### src/rtl/instr_fetch.sv
// rtl/instr_fetch.sv - instruction fetch stage with one-entry skid buffer and redirect
//
// Ports:
//   clk, reset        clock; asynchronous active-high reset
//   stall             IF/ID is holding; fetch must not advance
//   branch_taken      redirect request (wins over stall)
//   branch_target     redirect byte address (low two bits ignored)
//   imem_en/addr      instruction-memory read request (addr is always pc_q)
//   imem_rdata        read data, valid one cycle after an enabled read
//   Instruction       instruction presented to IF/ID
//   PC_Out            byte address of Instruction
//   fetch_valid       Instruction/PC_Out carry a real instruction
//   fetch_count       instructions accepted by IF/ID (wraps)
module instr_fetch #(
  parameter logic [63:0] RESET_PC = 64'h0,
  parameter int          COUNT_W  = 32
) (
  input  logic               clk,
  input  logic               reset,
  input  logic               stall,
  input  logic               branch_taken,
  input  logic [63:0]        branch_target,
  output logic               imem_en,
  output logic [63:0]        imem_addr,
  input  logic [31:0]        imem_rdata,
  output logic [31:0]        Instruction,
  output logic [63:0]        PC_Out,
  output logic               fetch_valid,
  output logic [COUNT_W-1:0] fetch_count
);

  typedef enum logic [1:0] {EMPTY, STREAM, HOLD} state_t;

  logic [63:0] pc_q;
  logic        inflight_valid;
  logic [63:0] inflight_pc;
  logic        hold_valid;
  logic [31:0] hold_instr;
  logic [63:0] hold_pc;
  state_t      state;

  // Redirect targets are word aligned; the dropped bits are intentionally unused.
  logic unused_target_bits;
  assign unused_target_bits = ^branch_target[1:0];

  assign imem_en   = ~stall & ~branch_taken & ~reset;
  assign imem_addr = pc_q;

  // The state is a view of the flags; inflight and hold are never both set
  // because a hold is only captured on a cycle that issues no read.
  always_comb begin
    if (hold_valid)          state = HOLD;
    else if (inflight_valid) state = STREAM;
    else                     state = EMPTY;
  end

  always_comb begin
    Instruction = 32'h0;
    PC_Out      = 64'h0;
    fetch_valid = 1'b0;
    if (branch_taken) begin
      // Whatever is in flight belongs to the wrong path.
      Instruction = 32'h0;
      PC_Out      = 64'h0;
      fetch_valid = 1'b0;
    end else if (hold_valid) begin
      Instruction = hold_instr;
      PC_Out      = hold_pc;
      fetch_valid = 1'b1;
    end else if (inflight_valid) begin
      Instruction = imem_rdata;
      PC_Out      = inflight_pc;
      fetch_valid = 1'b1;
    end
  end

  always_ff @(posedge clk or posedge reset) begin
    if (reset) begin
      pc_q           <= RESET_PC;
      inflight_valid <= 1'b0;
      inflight_pc    <= 64'h0;
      hold_valid     <= 1'b0;
      hold_instr     <= 32'h0;
      hold_pc        <= 64'h0;
      fetch_count    <= '0;
    end else begin
      if (branch_taken) begin
        pc_q           <= {branch_target[63:2], 2'b00};
        inflight_valid <= 1'b0;
        hold_valid     <= 1'b0;
      end else begin
        inflight_valid <= imem_en;
        if (imem_en) begin
          pc_q        <= pc_q + 64'd4;
          inflight_pc <= pc_q;
        end
        case (state)
          STREAM: begin
            // Memory data is only valid this cycle; park it while IF/ID holds.
            if (stall) begin
              hold_valid <= 1'b1;
              hold_instr <= imem_rdata;
              hold_pc    <= inflight_pc;
            end
          end
          HOLD: begin
            // Hold is consumed now and pc_q is read in parallel, so no bubble.
            if (!stall) hold_valid <= 1'b0;
          end
          default: ;
        endcase
      end
      if (fetch_valid && !stall) fetch_count <= fetch_count + COUNT_W'(1);
    end
  end

endmodule

### config.mk
export PLATFORM = sky130hd
export DESIGN_NAME = instr_fetch
export DESIGN_NICKNAME = d
export VERILOG_FILES = /design/src/rtl/instr_fetch.sv
export SDC_FILE = /design/constraint.sdc
export NUM_CORES = 1
export LEC_CHECK = 0
export BUFFER_PORTS_ARGS = -buffer_cell sky130_fd_sc_hd__buf_2
export CAP_MARGIN = 20
export CORE_ASPECT_RATIO = 0.6
export CORE_MARGIN = 2
export CORE_UTILIZATION = 59
export DETAILED_ROUTE_END_ITERATION = 8
export PLACE_DENSITY_LB_ADDON = 0.25
export SYNTH_ARGS = -nofsm -noshare
export SYNTH_HDL_FRONTEND = slang
export SYNTH_SLANG_ARGS = --single-unit
### constraint.sdc
create_clock -name clk -period 27.6 [get_ports clk]
set_input_delay 5.52 -clock clk [delete_from_list [all_inputs] [get_ports clk]]
set_output_delay 5.52 -clock clk [all_outputs]
set_load 0.01 [all_outputs]
==> impl_metrics.csv <==
group,metric,value,unit
cts,postCtsSetupBuffers,0,
placement,routabilityCongestion,0.902,
cts,cts_tree,"yes",
worst_setup_path,end_kind,"output pin",
synthesis,avgSynthCellArea,9.60,sq um
grt,antenna_found_initial,4,
run_status,run_status,"complete, no violations",
sta,finalWorstSetupSlack,14.71,ns
cts,cts_num_sinks,252,
synthesis,ys_ff_latch,252,
flow_run,maxCapViolCount,0,
floorplanning,fp.dieH,118,um
sta,fin_skew,0.0167,ns
route,drt_wl_total,33600,um
synthesis,netlist.area_leader.share,49.8,%
worst_setup_path,cp.required,22.08,ns
placement,place_ws,14.79,ns
grt,top_usage_layer,"met2",
floorplanning,die_w,193,um
cts,cts.clk_slew.worst_paths,0.06,ns
power,p_leak,0.00709,uW
power,totalPowerFinal,980,uW
cells_and_area,final_area,15100,sq um
placement,dpl.hpwl,22300,um
grt,track_usage,28.9,%
sta,tightest_slew,1.16,ns
route,post_drt_via_cell_ratio,5.80,
grt,grt_max_degree,120,
grt,grt_pass1_vias,10200,
synthesis,syn_inst,1320,
route,first_pass_iters,6,
cts,hold_buffers,0,
sta,setup_tns,0,ns
cells_and_area,drive_above_1_share,32.4,%
cts,numCtsBuffers,24,
route,wire_per_inst,18.0,um
grt,grt_overflow,0,
placement,portBuffers,287,
cts,post_cts_resized,0,
cells_and_area,syn_to_final_growth,18.9,%
worst_setup_path,worstSetupPathType,"in2out",
floorplanning,start_util,60.3,%
grt,use_met2,43.4,%
sta,finalSetupViolCount,0,
grt,grt_pass1_wl,54000,um
sta,fmax,77.6,MHz
cells_and_area,final_cells,1861,
worst_setup_path,arrival,7.37,ns
cells_and_area,final_cell_mix,"buf_2 (286), dfrtp_1 (250), nor2_1 (219)",
synthesis,synth_area,12700,sq um
floorplanning,ios,294,
cts,cts.htree.levels,1,
grt,met1_usage,43.2,%
floorplanning,core_area,21000,sq um
sta,maxSlewHeadroom,21.6,%
floorplanning,die_area,22700,sq um
sta,rsz0062_at_grt,"no",
synthesis,synth-main-ff-cell,"dfrtp_1",
route,drc_errors,0,
placement,dp_cells,1812,
route,drtAntennaViolNets,0,
min_path,hold_class,"reg2reg",
cells_and_area,nets,1662,
sta,hold_viol,0,
route,drt_iter0_drc,896,
cts,cts_buffer_depth,3,
synthesis,yosysWarnings,0,
synthesis,synth-edff-count,0,
power,cellPowerDensity,65.0,nW/um^2
placement,dpl_cell_area,14200,sq um
grt,grt_use_met3,6.50,%
cells_and_area,final_common_cell,"buf_2",
route,num_vias,10800,
cts,insertion_delay,0.52,ns
synthesis,async_flop_share,100,%
sta,period_share,46.7,%
synthesis,synthTopCellsByArea,"dfrtp_1 (50%), mux2_2 (14%), nor2_1 (6.5%)",
sta,drv_slew,0,
synthesis,yosysSeqAreaShare,49.8,%
worst_setup_path,crit_fanout,113,
synthesis,ys_types,49,
worst_setup_path,cp-start-kind,"primary input",
cts,cts-root-buf,"clkbuf_16",
power,ir_worst_vdd,0.0494,mV
floorplanning,placementRows,41,
sta,fin_crit,12.89,ns
synthesis,synth_top_area_cell,"dfrtp_1",
stage by stage:
stage               utilization (%)  hold WS, ns
finish                         71.7        0.465
detailed placement             67.6        0.456
CTS                            71.5        0.468
global route                   71.6        0.494
floorplan                         -        0.481
global placement               67.6        0.452
critical path, cell delays in order:
cell and delay, ns:
buf_6 0.57, buf_4 0.77, nor2_1 0.19, buf_2 0.19
per-layer routing:
metal | share of wire (%) | vias to the layer above
li1 | - | 5016
met1 | 45 | 5256
met2 | 45 | 464
met3 | 8.9 | 49
met4 | 1.7 | 0
met5 | 0 | -
final timing paths:
kind	startpoint	end	slack, ns	cells after the start
hold reg to reg	fetch_count[31]$_DFFE_PP0P_	fetch_count[31]$_DFFE_PP0P_	0.47	1
hold / removal	fetch_count[31]$_DFFE_PP0P_	fetch_count[31]$_DFFE_PP0P_	0.47	1
max in group asynchronous	reset	hold_valid$_DFFE_PP0P_	20.75	3
setup / recovery	branch_taken	PC_Out[62]	14.71	4
setup reg to reg	hold_valid$_DFFE_PP0P_	fetch_count[23]$_DFFE_PP0P_	23.62	6
min in group asynchronous	reset	imem_addr[45]$_DFFE_PP0N_	5.22	2
synthesized netlist by cell type, types with 12 or more instances:
| library cell | instances |
|---|---|
| a21oi_1 | 92 |
| clkbuf_1 | 62 |
| dfrtp_1 | 252 |
| inv_1 | 17 |
| mux2_2 | 159 |
| nand2_1 | 176 |
| nand3_1 | 40 |
| nand4_1 | 34 |
| nor2_1 | 219 |
| nor3_1 | 23 |
| o21ai_0 | 40 |
| or4_1 | 12 |
| xnor2_1 | 37 |
| xor2_1 | 35 |
flip-flops by register name, summed over array words and instances, names as in the netlist:
| register | count |
|---|---|
| fetch_count | 32 |
| hold_instr | 32 |
| hold_pc | 62 |
| hold_valid | 1 |
| imem_addr | 62 |
| inflight_pc | 62 |
| inflight_valid | 1 |
layout make-up:
cell class,instances,area [sq um]
Fill cell,1633,5960
Clock inverter,11,111
Sequential cell,252,6310
Inverter,17,71.3
Tap cell,279,349
Multi-Input combinational cell,969,5980
Timing Repair Buffer,296,1530
Antenna cell,4,10.0
Clock buffer,33,706
cell families after synthesis:
kind of cell             share of synthesized area [%]
AND/OR/NAND/NOR                                   20.1
flip-flops                                        49.8
AO/OA/AOI/OAI                                     7.51
multiplexers                                      14.2
buffers and inverters                             3.22
XOR/XNOR                                          4.98
adder cells (fa/ha/maj)                          0.197
other                                           0.0296
where the power goes:
part | internal, uW | switching, uW
logic | 77.1 | 65.9
clock network | 198 | 142
registers | 441 | 56.3
total | 716 | 264
Power figures use the tool's default switching activity.
